`src/rtl/base64_encode_ctrl_pkg.sv`:
```
// Shared Base64 definitions: FSM states, pad symbol, alphabet ordering and
// the helper that slices a 24-bit byte group into its four 6-bit indices.
package base64_pkg;

    typedef enum logic {
        COLLECT = 1'b0,
        EMIT    = 1'b1
    } b64_state_e;

    localparam logic [7:0] PAD_CHAR = 8'h3D;

    // Index 0 sits in the most significant byte.
    localparam logic [8*64-1:0] B64_ALPHABET =
        "ABCDEFGHIJKLMNOPQRSTUVWXYZabcdefghijklmnopqrstuvwxyz0123456789+/";

    function automatic logic [5:0] sextet_of(input logic [23:0] grp, input logic [1:0] k);
        logic [5:0] s;
        case (k)
            2'd0:    s = grp[23:18];
            2'd1:    s = grp[17:12];
            2'd2:    s = grp[11:6];
            default: s = grp[5:0];
        endcase
        return s;
    endfunction

endpackage

```
`src/rtl/base64_encode_ctrl_if.sv`:
```
// Byte-in / symbol-out handshake bundle of the Base64 encoder.
// slave is the encoder side, master is the producer/consumer side.
interface base64_encode_ctrl_if;

    logic       in_valid;
    logic [7:0] in_data;
    logic       in_last;
    logic       in_ready;

    logic       out_valid;
    logic [5:0] out_sextet;
    logic [7:0] out_char;
    logic       out_pad;
    logic       out_last;
    logic       out_eol;
    logic       out_ready;

    modport master (
        output in_valid, in_data, in_last, out_ready,
        input  in_ready, out_valid, out_sextet, out_char, out_pad, out_last, out_eol
    );

    modport slave (
        input  in_valid, in_data, in_last, out_ready,
        output in_ready, out_valid, out_sextet, out_char, out_pad, out_last, out_eol
    );

endinterface

```
`src/rtl/base64_encode_ctrl_char_lut.sv`:
```
// Combinational Base64 index-to-ASCII lookup (standard alphabet), zero latency.
module base64_char_lut
    import base64_pkg::*;
(
    input  logic [5:0] idx_i,
    output logic [7:0] char_o
);

    assign char_o = B64_ALPHABET[{6'd63 - idx_i, 3'b000} +: 8];

endmodule

```
`src/rtl/base64_encode_ctrl.sv`:
```
// Base64 encoder: collects up to 3 bytes, then emits 4 symbols; first symbol valid
// one cycle after the group-completing byte; out_ready stalls hold the symbol, no overlap.
module base64_encode_ctrl
    import base64_pkg::*;
#(
    parameter int LINE_LEN = 76
) (
    input  logic                 clk,
    input  logic                 rst,
    base64_encode_ctrl_if.slave  bus
);

    localparam int              LW       = (LINE_LEN > 0) ? $clog2(LINE_LEN + 1) : 1;
    localparam logic [LW-1:0]   LINE_MAX = LW'((LINE_LEN > 0) ? LINE_LEN - 1 : 0);

    b64_state_e     state_q, state_d;
    logic [23:0]    grp_q, grp_d;
    logic [1:0]     nb_q, nb_d;
    logic [1:0]     k_q, k_d;
    logic           last_q, last_d;
    logic [LW-1:0]  line_q, line_d;

    logic           in_fire;
    logic           out_fire;
    logic           sym_pad;
    logic           sym_last;
    logic           sym_eol;
    logic [5:0]     sym_sextet;
    logic [7:0]     lut_char;

    assign bus.in_ready  = rst && (state_q == COLLECT);
    assign bus.out_valid = (state_q == EMIT);
    assign in_fire       = bus.in_valid && bus.in_ready;
    assign out_fire      = bus.out_valid && bus.out_ready;

    // Symbol fields are forced to index 0 outside EMIT so an idle encoder shows 'A'.
    always_comb begin
        sym_pad    = 1'b0;
        sym_sextet = 6'd0;
        sym_last   = 1'b0;
        sym_eol    = 1'b0;
        if (state_q == EMIT) begin
            sym_pad    = (k_q > nb_q);
            sym_sextet = sym_pad ? 6'd0 : sextet_of(grp_q, k_q);
            sym_last   = last_q && (k_q == 2'd3);
            sym_eol    = sym_last || ((LINE_LEN > 0) && (line_q == LINE_MAX));
        end
    end

    base64_char_lut u_lut (
        .idx_i  (sym_sextet),
        .char_o (lut_char)
    );

    assign bus.out_sextet = sym_sextet;
    assign bus.out_char   = sym_pad ? PAD_CHAR : lut_char;
    assign bus.out_pad    = sym_pad;
    assign bus.out_last   = sym_last;
    assign bus.out_eol    = sym_eol;

    always_comb begin
        state_d = state_q;
        grp_d   = grp_q;
        nb_d    = nb_q;
        k_d     = k_q;
        last_d  = last_q;
        line_d  = line_q;
        case (state_q)
            COLLECT: begin
                if (in_fire) begin
                    case (nb_q)
                        2'd0:    grp_d[23:16] = bus.in_data;
                        2'd1:    grp_d[15:8]  = bus.in_data;
                        default: grp_d[7:0]   = bus.in_data;
                    endcase
                    nb_d = nb_q + 2'd1;
                    if ((nb_q == 2'd2) || bus.in_last) begin
                        state_d = EMIT;
                        k_d     = 2'd0;
                        last_d  = bus.in_last;
                    end
                end
            end
            EMIT: begin
                if (out_fire) begin
                    k_d    = k_q + 2'd1;
                    line_d = (sym_eol || (LINE_LEN == 0)) ? '0 : line_q + 1'b1;
                    if (k_q == 2'd3) begin
                        state_d = COLLECT;
                        grp_d   = '0;
                        nb_d    = 2'd0;
                        k_d     = 2'd0;
                        last_d  = 1'b0;
                    end
                end
            end
            default: state_d = COLLECT;
        endcase
    end

    always_ff @(posedge clk or negedge rst) begin
        if (!rst) begin
            state_q <= COLLECT;
            grp_q   <= '0;
            nb_q    <= 2'd0;
            k_q     <= 2'd0;
            last_q  <= 1'b0;
            line_q  <= '0;
        end else begin
            state_q <= state_d;
            grp_q   <= grp_d;
            nb_q    <= nb_d;
            k_q     <= k_d;
            last_q  <= last_d;
            line_q  <= line_d;
        end
    end

    // A stalled symbol must not change under the consumer.
    a_hold_stalled: assert property (@(posedge clk) disable iff (!rst)
        (bus.out_valid && !bus.out_ready) |=>
            $stable({bus.out_sextet, bus.out_char, bus.out_pad, bus.out_last, bus.out_eol}));

    a_no_overlap: assert property (@(posedge clk) disable iff (!rst)
        !(bus.in_ready && bus.out_valid));

endmodule

```
`src/flat_wrapper.sv`:
```
// flat-port wrapper written by rule: the top's interface ports become plain ports
module base64_encode_ctrl_flat import base64_pkg::*;
#(
    parameter int LINE_LEN = 76
)
  (clk, rst, bus_in_valid, bus_in_data, bus_in_last, bus_out_ready, bus_in_ready, bus_out_valid, bus_out_sextet, bus_out_char, bus_out_pad, bus_out_last, bus_out_eol);
  base64_encode_ctrl_if bus_i ();
  input  logic clk;
  input  logic rst;
  input wire logic [$bits(bus_i.in_valid)-1:0] bus_in_valid;
  input wire logic [$bits(bus_i.in_data)-1:0] bus_in_data;
  input wire logic [$bits(bus_i.in_last)-1:0] bus_in_last;
  input wire logic [$bits(bus_i.out_ready)-1:0] bus_out_ready;
  output wire logic [$bits(bus_i.in_ready)-1:0] bus_in_ready;
  output wire logic [$bits(bus_i.out_valid)-1:0] bus_out_valid;
  output wire logic [$bits(bus_i.out_sextet)-1:0] bus_out_sextet;
  output wire logic [$bits(bus_i.out_char)-1:0] bus_out_char;
  output wire logic [$bits(bus_i.out_pad)-1:0] bus_out_pad;
  output wire logic [$bits(bus_i.out_last)-1:0] bus_out_last;
  output wire logic [$bits(bus_i.out_eol)-1:0] bus_out_eol;
  assign bus_i.in_valid = bus_in_valid;
  assign bus_i.in_data = bus_in_data;
  assign bus_i.in_last = bus_in_last;
  assign bus_i.out_ready = bus_out_ready;
  assign bus_in_ready = bus_i.in_ready;
  assign bus_out_valid = bus_i.out_valid;
  assign bus_out_sextet = bus_i.out_sextet;
  assign bus_out_char = bus_i.out_char;
  assign bus_out_pad = bus_i.out_pad;
  assign bus_out_last = bus_i.out_last;
  assign bus_out_eol = bus_i.out_eol;
  base64_encode_ctrl #(.LINE_LEN(LINE_LEN)) u_core (.clk(clk), .rst(rst), .bus(bus_i));
endmodule
```
`config.mk`:
```
export PLATFORM = sky130hd
export DESIGN_NAME = base64_encode_ctrl_flat
export DESIGN_NICKNAME = d
export VERILOG_FILES = /design/src/rtl/base64_encode_ctrl_pkg.sv /design/src/rtl/base64_encode_ctrl_if.sv /design/src/rtl/base64_encode_ctrl_char_lut.sv /design/src/rtl/base64_encode_ctrl.sv /design/src/flat_wrapper.sv
export SDC_FILE = /design/constraint.sdc
export NUM_CORES = 1
export LEC_CHECK = 0
export ABC_CLOCK_PERIOD_IN_PS = 7200
export CORE_ASPECT_RATIO = 1.4
export CORE_MARGIN = 5
export CORE_UTILIZATION = 50
export DETAILED_ROUTE_END_ITERATION = 12
export PLACE_DENSITY = 0.83
export SYNTH_ARGS = -nofsm -noshare
export SYNTH_HDL_FRONTEND = slang
export SYNTH_SLANG_ARGS = --single-unit
```
`constraint.sdc`:
```
create_clock -name clk -period 7.2 [get_ports clk]
set_input_delay 1.08 -clock clk [delete_from_list [all_inputs] [get_ports clk]]
set_output_delay 1.08 -clock clk [all_outputs]
set_load 0.05 [all_outputs]
```
==> results.md, run 1 <==
- The run finished with clean final reports.
- The final worst-path cycle share is 65.2%.
- The largest fanout on the critical path is 17.
- The total overflow left after global routing is 0.
- The die covers 6130 um^2.
- The final weighted congestion of routability-driven global placement is 0.840.
- The worst setup slack before clock tree synthesis is 2780 ps.
- The startpoint type of the worst setup path is a flop.
- The sequential-to-total area share from yosys stat is 39.8%.
- Setup repair after global routing left no endpoint under its margin.
- The total number of yosys warnings is 0.
- Averaged over all synthesized cells, the footprint is 9.93 um^2.
- The remaining number of nets flagged by the antenna check after routing is 0.
- The CTS sink count is 37.
- The synthesized design contains 0 enable-type register cells.
- The number of iterations in the first detailed-routing pass is 4.
- The total CTS buffers is 5.
- The CTS tree is built.
- Across the whole layout, storage elements account for 926 um^2.
- The class of the tightest hold or removal check is flop to flop.
- After synthesis the netlist holds a flip-flop and latch count of 37.
- The number of hold buffers added after CTS is 0.
- The number of placement rows is 29.
- The post-synthesis cell area is 2320 um^2.
- The area of combinational cells with multiple inputs is 1290 um^2.
- The final hold violation count came to 0.
- The clock-pin slew of the registers on the worst-case setup and hold paths is 70 ps.
- For this run, the top clock speed supported by timing is 213 MHz.
- The H-tree was split into 2 levels.
- The residual DRC count is 0.
- The max-cap check violation count is 0.
- The ratio of routed vias to standard cells is 5.77.
- The transition time at the pin with the least slew margin is 719 ps.
- The total of cells resized after clock tree synthesis is 0.
- The total wirelength of the detailed-routed design is 5070 um.
- The core region is 4540 um^2.
- The port buffer count is 30.
- After routing, the total negative slack on setup checks comes to 0 ps.
- In this run the top signal layer used is met4.
- Synthesis produced 234 cells.
- The HPWL after detailed placement is 3810 um.
- The number of nets handed over by synthesis was 261.
- The area growth from synthesis to layout is 20.7%.
- The mean routed wirelength per cell is 15.5 um.
- Of all flip-flops after synthesis, the portion carrying an async set or reset was 100%.
- The most area-hungry cell type in the Yosys netlist is dfrtp_1.
- The setup violation total in the final timing report is 0.
- The buffer levels on the longest clock path is 2.
- The count of final max-slew check failures is 0.
- The combined global-route utilization of all metal layers is 18.0%.
- For this design the top-level I/O count stands at 32.
- The post-route met1 wirelength is 2190 um.
- The floorplan step set the die height to 90.7 um.
- Data arrives at the worst endpoint at 3620 ps.
- The worst slew slack as a fraction of its limit is 52.1%.
- The clock root buffer master is clkbuf_8.
- In this run, distinct cell masters in the synthesized netlist total 47.
- The x dimension of the die is 67.6 um.
- For this run, the leading register cell type out of synthesis is dfrtp_1.
- Of the cells placed in the final design, the portion with a size suffix greater than 1 is 17.4%.
- After clock tree synthesis, the setup repair step added 0 buffers.
- The initial utilization of the core area, before any placement, comes to 51.3%.
- Data on the critical path is required at its endpoint by 6120 ps.
- The worst-skew pair later-pin latency is 290 ps.
- The worst setup path is captured at an output pin.
- In this run the biggest area consumer among cell types represents 39.8% of the synthesized area.
- The first-pass GRT wire length is 8580 um.
- The sum of met2 wire segment lengths after detailed routing is 2510 um.
- The critical path is of the flop to output pin type.
- The repair_antennas step left the layout with diodes totalling 0.
- The fill cell instance count of the final layout is 384.
- The wire length on met3 is 182 um.
- The number of antenna violations at the first check in global routing came to 0.
- The via count of the first global-routing pass is 1882.
- Setup slack on the critical path of the routed design comes to 2500 ps.
- The clock arrives with 4.95 ps of skew.
- In the post-synthesis netlist, the biggest area contributors are dfrtp_1, mux2_2, ha_1, nand2_1, nor2_1.
- Entering global routing, the biggest net connects 39 pins.
- For this block, the initial DRC count from the detailed router was 73.
- After the last flow step, the layout net total stands at 291.
- The minimum clock period is 4700 ps.
- The total via count in the routed design is 1886.
-- layout make-up --
class | count | share of cell area [%]
multi-input combinational | 171 | 45.9
tap | 62 | 2.76
clock inverter | 3 | 2.32
sequential | 37 | 33.0
timing repair buffer | 31 | 11.0
inverter | 18 | 2.59
clock buffer | 5 | 2.45
-- metal layers --
metal | GRT usage (%) | vias up
met3 | 3.36 | 21
met4 | 9.81 | 0
li1 | - | 891
met2 | 29.2 | 59
met5 | 0 | -
met1 | 21.7 | 915
-- per-stage QoR --
step,instance area (um^2),utilization (%),instances,hold slack [ps]
global route,2810,61.9,327,525
global placement,2670,58.9,319,474
floorplan,2320,-,234,457
finish,2810,61.9,327,502
CTS,2810,61.9,327,502
detailed placement,2670,58.9,319,485
-- cell families after synthesis --
kind of cell | synth area share, %
and+or+nand+nor | 15.4
AOI/OAI and AO/OA | 15.7
DFF | 39.8
muxes | 15.1
buffers and inverters | 4.74
adders and majority gates | 7.54
xor gates and xnor gates | 1.51
other | 0.161
-- synthesized netlist by cell type, types with 2 or more instances --
library cell  number
a31oi_1            2
nor2_1            19
a222oi_1           6
nor2b_1           11
o22ai_1            2
a22o_1             4
mux2_2            25
a211oi_1           3
nand3_1            7
nand2_1           23
mux2i_1            7
buf_2              3
and2_1             2
inv_1             13
nand2_2            2
inv_2              4
o211ai_1           2
a21oi_1            6
clkbuf_1           3
dfrtp_1           37
nand2b_1           2
ha_1              14
o31ai_1            2
xor2_1             2
xnor2_1            2
nor3_1             4
o21ai_0            7
-- path summary, 6_finish.rpt --
path / startpoint / end / slack (ps) / depth (start not counted)
worst max register to register: u_core.bus.out_valid / u_core.grp_q[17] / 4990 / 3
worst min register to register: u_core.line_q[1] / u_core.line_q[1] / 500 / 2
worst min-delay path: u_core.line_q[1] / u_core.line_q[1] / 500 / 2
min in group asynchronous: rst / u_core.nb_q[1] / 1210 / 2
worst max-delay path: u_core.k_q[0] / bus_out_char[1] / 2500 / 8
max in group asynchronous: rst / u_core.grp_q[8] / 5660 / 2
-- cell usage in the layout, fill, tap and decap left out, drive strengths merged, types with 4 or more instances in the layout --
cell           instances
mux2                  25
nor3                   4
ha                    14
dfrtp                 37
nor2b                 11
inv                   18
a21oi                  6
mux2i                  7
clkdlybuf4s50         30
clkbuf                 5
nand3                  7
nor2                  19
nand2                 26
a22o                   4
a222oi                 6
o21ai                  8
-- registers in the layout, indices dropped and copies added (netlist names) --
name,flops
u_core.nb_q,2
u_core.bus.out_valid,1
u_core.last_q,1
u_core.k_q,2
u_core.line_q,7
u_core.grp_q,24
-- worst max-delay path, stage by stage, from the launching register on --
cell	delay [ps]
dfrtp_1	420
ha_1	650
mux2i_1	310
nand2_1	140
ha_1	370
o2111ai_1	200
a21oi_1	70
a2111oi_2	290
clkdlybuf4s50_1	860
Power of run 1 is not shown: default switching activity piles up to over one toggle a cycle in this logic, so the estimate is an artifact.
==> run 2, diff against run 1 <==
--- a/config.mk
+++ b/config.mk
@@ -5,12 +5,12 @@
 export SDC_FILE = /design/constraint.sdc
 export NUM_CORES = 1
 export LEC_CHECK = 0
-export ABC_CLOCK_PERIOD_IN_PS = 7200
+export ABC_CLOCK_PERIOD_IN_PS = 3900
 export CORE_ASPECT_RATIO = 1.4
 export CORE_MARGIN = 5
-export CORE_UTILIZATION = 50
+export CORE_UTILIZATION = 49
 export DETAILED_ROUTE_END_ITERATION = 12
-export PLACE_DENSITY = 0.83
+export PLACE_DENSITY = 0.84
 export SYNTH_ARGS = -nofsm -noshare
 export SYNTH_HDL_FRONTEND = slang
 export SYNTH_SLANG_ARGS = --single-unit
==> constraint.sdc (replaced) <==
create_clock -name clk -period 3.9 [get_ports clk]
set_input_delay 0.585 -clock clk [delete_from_list [all_inputs] [get_ports clk]]
set_output_delay 0.585 -clock clk [all_outputs]
set_load 0.05 [all_outputs]
==> results.md, run 2 (synthesis gave the netlist of run 1 again) <==
- The flow ran to the end, and the final reports show no timing, DRC or antenna violations.
- The tree is rooted in a clkbuf_8.
- The number of placement rows came to 29 (unchanged).
- The port buffer count is 30 (unchanged).
- The sequential standard cell area was 926 um^2 (unchanged).
- The largest fanout on the critical path is 6 (-11).
- The sum of buffers and inverters on the critical path is 2 (+1).
- The antenna diode count is 0 (unchanged).
- The largest registers in the layout are u_core.grp_q: 24 flops, u_core.line_q: 7 flops.
- The area overhead of the layout relative to synthesis is 21.1%.
- The initial cell density of the core is 50.8% (-0.41 points).
- The x dimension of the die is 68.2 um (+0.87%).
- The flip-flop count of the largest register after layout is 24 (unchanged).
- The final worst clock skew is 3.31 ps (-1.64 ps).
- The area of combinational cells with multiple inputs came to 1290 um^2 (+0.19%).
- The residual DRC count is 0 (unchanged).
- The CTS tree is built.
- The final hold violation count came to 0 (unchanged).
- The worst setup path is captured at an output pin.
- The remaining number of nets flagged by the antenna check after routing is 0 (unchanged).
- The total grt overflow is 0 (unchanged).
- The slowest library cell on the worst path is dfrtp_1.
- The H-tree level count is 2 (unchanged).
- The count of final max-slew check failures is 0 (unchanged).
- The most numerous cell on the critical path is ha_1.
- The transition time at the pin with the least slew margin is 558 ps (-161 ps).
- The mean routed wirelength per cell is 15.3 um (-1.0%).
- The number of placed I/O pins was 32 (unchanged).
- The startpoint type of the worst setup path is a flop.
- The die area was 6240 um^2 (+1.8%).
- The number of iterations in the first detailed-routing pass is 6 (+2).
- The total wirelength of the detailed-routed design is 5060 um (about the same).
- The largest incremental delay on the critical path came to 410 ps (-450 ps).
- The ratio of routed vias to standard cells is 5.65 (-2.0%).
- Leaving out fill and tap cells, the most frequent cell in the layout is dfrtp_1.
- Counting I/O delays and the setup requirement, the final critical path takes 3640 ps.
- In this run the worst hold path is classified as flop to flop.
- The worst setup path is of the flop to output pin kind.
- The CTS sink count came to 37 (unchanged).
- The register name with the most flops is u_core.grp_q.
- The worst slew slack as a fraction of its limit is 62.8% (+11 points).
- The total CTS buffers came to 5 (unchanged).
- The first-pass GRT wire length is 8610 um (+0.33%).
- The worst-skew pair later-pin latency was 290 ps (about the same).
- The maximum clock frequency is 274 MHz.
- The arrival time reported for the critical path endpoint is 3060 ps (-560 ps).
- The final weighted congestion of routability-driven global placement is 0.854 (+1.7%).
- The number of hold buffers added after CTS came to 0 (unchanged).
- The critical path goes through inv_1 -> ha_1 -> nor2b_1 -> o31ai_4 -> nand2_1 -> ha_1 -> o2111ai_1 -> a21oi_1 -> a2111oi_2 -> buf_12.
- The DRC marker count from the first detailed-route iteration is 177 (+140%).
- The via count of the first global-routing pass is 1842 (-2.1%).
- The family of cells with the greatest summed delay on the critical path is compound AO/OA/AOI/OAI gates.
- The layout net count is 294 (+1.0%).
- The combined global-route utilization of all metal layers was 17.9% (-0.16 points).
- The die height is 91.5 um (+0.90%).
- The number of antenna violations at the first check in global routing is 0 (unchanged).
- The clock-pin slew of the registers on the worst-case setup and hold paths is 70 ps (about the same).
- The setup violation total in the final timing report was 0 (unchanged).
- The max-cap check violation count is 0 (unchanged).
- The end-of-flow core utilization was 61.6% (-0.30 points).
- The buffer levels on the longest clock path is 2 (unchanged).
- The fill cell instance count of the final layout is 378 (-1.6%).
- The share of final-layout standard cells stronger than drive strength 1 is 20.9% (+3.5 points).
- The library cells used most frequently in the layout, excluding fill and tap cells, are dfrtp_1, mux2_2, clkdlybuf4s50_1.
- The total via count in the routed design is 1866 (-1.1%).
- The HPWL after detailed placement is 3830 um (+0.53%).
- The core box area is 4570 um^2 (+0.80%).
- The worst endpoint required time was 3310 ps (-2810 ps).
- Of the available clock period, the critical path in the final layout requires 93.5%.
- The largest net degree at the start of global routing is 38 (-2.6%).
## run 2: final timing paths
check                                      from          endpoint  slack (ps)  cells past startpoint
min in group asynchronous                   rst  u_core.line_q[2]         740                      2
setup / recovery                 u_core.nb_q[1]   bus_out_char[1]         260                     10
max in group asynchronous                   rst   u_core.grp_q[6]        2820                      2
hold reg to reg                u_core.line_q[1]  u_core.line_q[1]         510                      2
setup reg to reg           u_core.bus.out_valid  u_core.grp_q[14]        1840                      5
hold / removal                 u_core.line_q[1]  u_core.line_q[1]         510                      2
## run 2: area by class of cell
cell class	instances	share of cell area, %
multi-input cells	171	45.9
flip-flops and latches	37	32.9
repair buffers	34	11.6
clock buffers	6	2.93
well taps	62	2.76
inverters	18	2.58
clock inverters	2	1.33
## run 2: repair_timing
item / in CTS / in global routing
gates resized for setup: 0 / 1
setup buffers: 0 / 2
endpoints found under the setup margin: 0 / 3
## run 2: per-stage QoR
stage / setup TNS [ps] / setup WS, ps / hold WS [ps] / cell area, um^2 / instances
2_1_floorplan: 0 / 166 / 289 / 2320 / 234
3_3_place_gp: 0 / 619 / 481 / 2680 / 320
3_5_place_dp: 0 / 521 / 492 / 2680 / 320
4_1_cts: 0 / 191 / 509 / 2800 / 328
5_1_grt: -9.23 / -9.23 / 525 / 2820 / 330
6_report: 0 / 255 / 509 / 2820 / 330
## run 2: layer usage
layer / global-route usage, % / vias up / wire (um)
li1: - / 898 / -
met1: 22.0 / 898 / 2050
met3: 3.58 / 10 / 239
met4: 7.63 / 0 / 104
met5: 0 / - / 0
met2: 29.4 / 60 / 2670
## run 2: worst min-delay path, cell delays in order, from the launching register on
cell	delay, ps
dfrtp_1	370
nand2_1	60
nand2_1	50
Power of run 2 is left out for the same reason.
==> run 3, diff against run 2 <==
--- a/config.mk
+++ b/config.mk
@@ -5,12 +5,15 @@
 export SDC_FILE = /design/constraint.sdc
 export NUM_CORES = 1
 export LEC_CHECK = 0
+export ABC_AREA = 1
 export ABC_CLOCK_PERIOD_IN_PS = 3900
+export CELL_PAD_IN_SITES_DETAIL_PLACEMENT = 2
+export CELL_PAD_IN_SITES_GLOBAL_PLACEMENT = 2
 export CORE_ASPECT_RATIO = 1.4
 export CORE_MARGIN = 5
-export CORE_UTILIZATION = 49
+export CORE_UTILIZATION = 28
 export DETAILED_ROUTE_END_ITERATION = 12
-export PLACE_DENSITY = 0.84
+export PLACE_DENSITY = 0.85
 export SYNTH_ARGS = -nofsm -noshare
 export SYNTH_HDL_FRONTEND = slang
 export SYNTH_SLANG_ARGS = --single-unit
==> results.md, run 3 <==
- The layout net count is 411 (+40%).
- Ranked by total cell area, the synthesized netlist is headed by dfrtp_1, nand2_1, ha_1, nor2_1, inv_1.
- Traced cell by cell, the critical path runs through inv_1 -> ha_1 -> nand2_1 -> nand2_1 -> a21oi_4 -> nand2_1 -> inv_1 -> ha_1 -> nand2_1 -> o21ai_0 -> nand3_1 -> nand3_1 -> buf_4.
- The area overhead of the layout relative to synthesis is 23.1%.
- The max-cap check violation count is 0 (unchanged).
- The average cell area after synthesis is 7.10 um^2 (-29%).
- The initial cell density of the core is 28.8% (-22 points).
- The buffer levels on the longest clock path is 2 (unchanged).
- The distinct cell type count of the synthesized netlist is 35 (-26%).
- The DRC marker count from the first detailed-route iteration is 66 (-63%).
- The post-synth net total is 376 (+44%).
- The total number of yosys warnings was 0 (unchanged).
- The endpoint of the lowest-slack register-to-register path is u_core.grp_q[2].
- The x dimension of the die is 89.5 um (+31%).
- The worst endpoint required time is 3310 ps (about the same).
- The port buffer count is 30 (unchanged).
- The flip-flop count of the largest register after layout is 24 (unchanged).
- The flow ran to the end, and the final reports show no timing, DRC or antenna violations.
- The proportion of netlist area held by the largest area contributor is 37.4% (-2.5 points).
- The total CTS buffers is 5 (unchanged).
- The die area was 10900 um^2 (+74%).
- The mean routed wirelength per cell is 17.1 um (+11%).
- The final worst-path cycle share is 90.4% (-3.1 points).
- The most area-hungry cell type in the Yosys netlist is dfrtp_1.
- More flip-flops sit in one register than any other, and that register is u_core.grp_q.
- The number of hold buffers added after CTS is 0 (unchanged).
- The nature of the critical path endpoint is an output pin.
- The total grt overflow is 0 (unchanged).
- The ratio of routed vias to standard cells is 4.87 (-14%).
- The number of register bits inferred by synthesis is 37 (unchanged).
- The slowest stage of the critical path is the a21oi_4 cell.
- The worst reg2reg path depth came to 8 (+3).
- The final worst clock skew is 5.22 ps (+1.91 ps).
- The family of cells with the greatest summed delay on the critical path is simple AND/OR/NAND/NOR gates.
- The setup total negative slack is 0 ps (unchanged).
- The minimum clock period came to 3520 ps (-120 ps).
- The worst setup path is launched from a flop.
- The number of flops mapped to enable cells by yosys was 0 (unchanged).
- Setup repair after global routing left no endpoint under its margin.
- The die height is 121 um (+33%).
- TritonCTS built the clock tree.
- The remaining number of nets flagged by the antenna check after routing is 0 (unchanged).
- The maximum clock frequency came to 284 MHz (+3.4%).
- The number of antenna violations at the first check in global routing was 0 (unchanged).
- The largest fanout on the critical path is 10 (+4).
- The total via count in the routed design is 2386 (+28%).
- The first-pass GRT wire length was 14000 um (+63%).
- The largest net degree at the start of global routing is 38 (unchanged).
- The top cell types in the final layout, fill and taps aside, are nand2_1, nor2_1, dfrtp_1.
- The largest registers in the layout are u_core.grp_q: 24 flops, u_core.line_q: 7 flops.
- The clock-pin slew of the registers on the worst-case setup and hold paths is 60 ps (about the same).
- The final weighted congestion of routability-driven global placement is 0.838 (-1.9%).
- In this design, the critical path's most frequently occurring cell is nand2_1.
- The post-placement cell count came to 482 (+51%).
- The type of the worst setup path is flop to output pin.
- The number of placed I/O pins is 32 (unchanged).
- The residual DRC count is 0 (unchanged).
- The clock root buffer master is clkbuf_16.
- The core box area came to 8610 um^2 (+88%).
- The number of placement rows is 40 (+38%).
- The class of the tightest hold or removal check is primary input to asynchronous set/reset pin.
- The CTS sink count is 37 (unchanged).
- The total wirelength of the detailed-routed design is 8380 um (+65%).
- The most used flip-flop cell after synthesis is dfrtp_1.
- The worst-case register-to-register setup slack is 1840 ps (about the same).
- The sum of buffers and inverters on the critical path is 3 (+1).
- The synthesized instance count was 349 (+49%).
- The final hold violation count is 0 (unchanged).
- The arrival time reported for the critical path endpoint is 2940 ps (-120 ps).
- The combined global-route utilization of all metal layers came to 17.0% (-0.88 points).
- The via count of the first global-routing pass is 2724 (+48%).
- The sequential-to-total area share from yosys stat is 37.4% (-2.5 points).
- The commonest cells after synthesis are nand2_1, nor2_1, dfrtp_1.
- The count of final max-slew check failures is 0 (unchanged).
- The HPWL after detailed placement was 6470 um (+69%).
- The buffer count from post-CTS setup fixing is 0 (unchanged).
- The setup violation total in the final timing report was 0 (unchanged).
- The number of cells in the finished layout apart from fillers came to 490 (+48%).
- The fill cell instance count of the final layout is 1059 (+180%).
- The worst-case hold slack is 426 ps (-83.1 ps).
- The most used standard cell by instance count after synthesis is nand2_1.
- The H-tree level count came to 2 (unchanged).
- The worst-skew pair later-pin latency is 290 ps (about the same).
- The number of iterations in the first detailed-routing pass is 4 (-2).
- The antenna diode count was 0 (unchanged).
- The fraction of registers with async set or reset after synthesis is 100% (unchanged).
- The post-synthesis cell area is 2480 um^2 (+6.6%).
- The startpoint of the worst register-to-register path is u_core.bus.out_valid.
- The total of cells resized after clock tree synthesis is 0 (unchanged).
- The worst slew slack as a fraction of its limit is 66.1% (+3.3 points).
- The share of final-layout standard cells stronger than drive strength 1 is 11.2% (-9.7 points).
- The largest incremental delay on the critical path came to 410 ps (about the same).
- The transition time at the pin with the least slew margin is 508 ps (-49.9 ps).
- The most common library cell in the layout ignoring fill and taps is nand2_1.
[run 3: cell count changes in the layout (fill, tap and decap cells not counted), moves of 6 or more]
cell and delta:
a222oi_1 -6, nor2b_1 -11, nand2_1 +109, mux2i_1 -7
nand3_1 +11, mux2_2 -21, inv_1 +21, nor2_1 +25
[run 3: cells by family after synthesis]
| logic type | share of synthesized area (%) |
|---|---|
| and+or+nand+nor | 37.7 |
| muxes | 3.64 |
| buffers and inverters | 8.18 |
| other | 0.151 |
| adders and majority gates | 7.07 |
| DFF | 37.4 |
| AOI/OAI and AO/OA | 5.91 |
[run 3: metal layers]
| layer | track usage, % | up-vias | share of wire, % |
|---|---|---|---|
| li1 | - | 1151 | - |
| met1 | 17.9 | 1186 | 38 |
| met2 | 32.9 | 37 | 57 |
| met3 | 2.11 | 12 | 2.2 |
| met4 | 6.15 | 0 | 2.3 |
| met5 | 0 | - | 0 |
[run 3: stage by stage]
| stage | utilization (%) | cell area, um^2 | setup WS, ps |
|---|---|---|---|
| after floorplan | - | 2480 | 585 |
| after global placement | 33.4 | 2870 | 815 |
| after detailed placement | 33.4 | 2870 | 651 |
| after CTS | 35.4 | 3050 | 335 |
| after global routing | 35.4 | 3050 | 46.7 |
| final | 35.4 | 3050 | 375 |
[run 3: worst max path at each step]
| stage | start | end | slack (ps) | depth (start not counted) |
|---|---|---|---|---|
| after floorplan | u_core.bus.out_valid | bus_out_char[4] | 580 | 10 |
| after global placement | u_core.nb_q[1] | bus_out_char[4] | 810 | 13 |
| after detailed placement | u_core.nb_q[1] | bus_out_char[4] | 650 | 13 |
| after CTS | u_core.nb_q[1] | bus_out_char[4] | 330 | 13 |
| after global routing | u_core.k_q[0] | bus_out_char[4] | 50 | 14 |
| final | u_core.nb_q[1] | bus_out_char[4] | 380 | 13 |
[run 3: cell type report]
class | count | area (um^2) | share of cell area, %
Sequential cell | 37 | 926 | 30.4
Multi-Input combinational cell | 264 | 1350 | 44.2
Clock inverter | 2 | 37.5 | 1.23
Timing Repair Buffer | 32 | 298 | 9.77
Clock buffer | 6 | 139 | 4.55
Tap cell | 105 | 131 | 4.31
Inverter | 44 | 169 | 5.54
Power of run 3 is left out for the same reason.
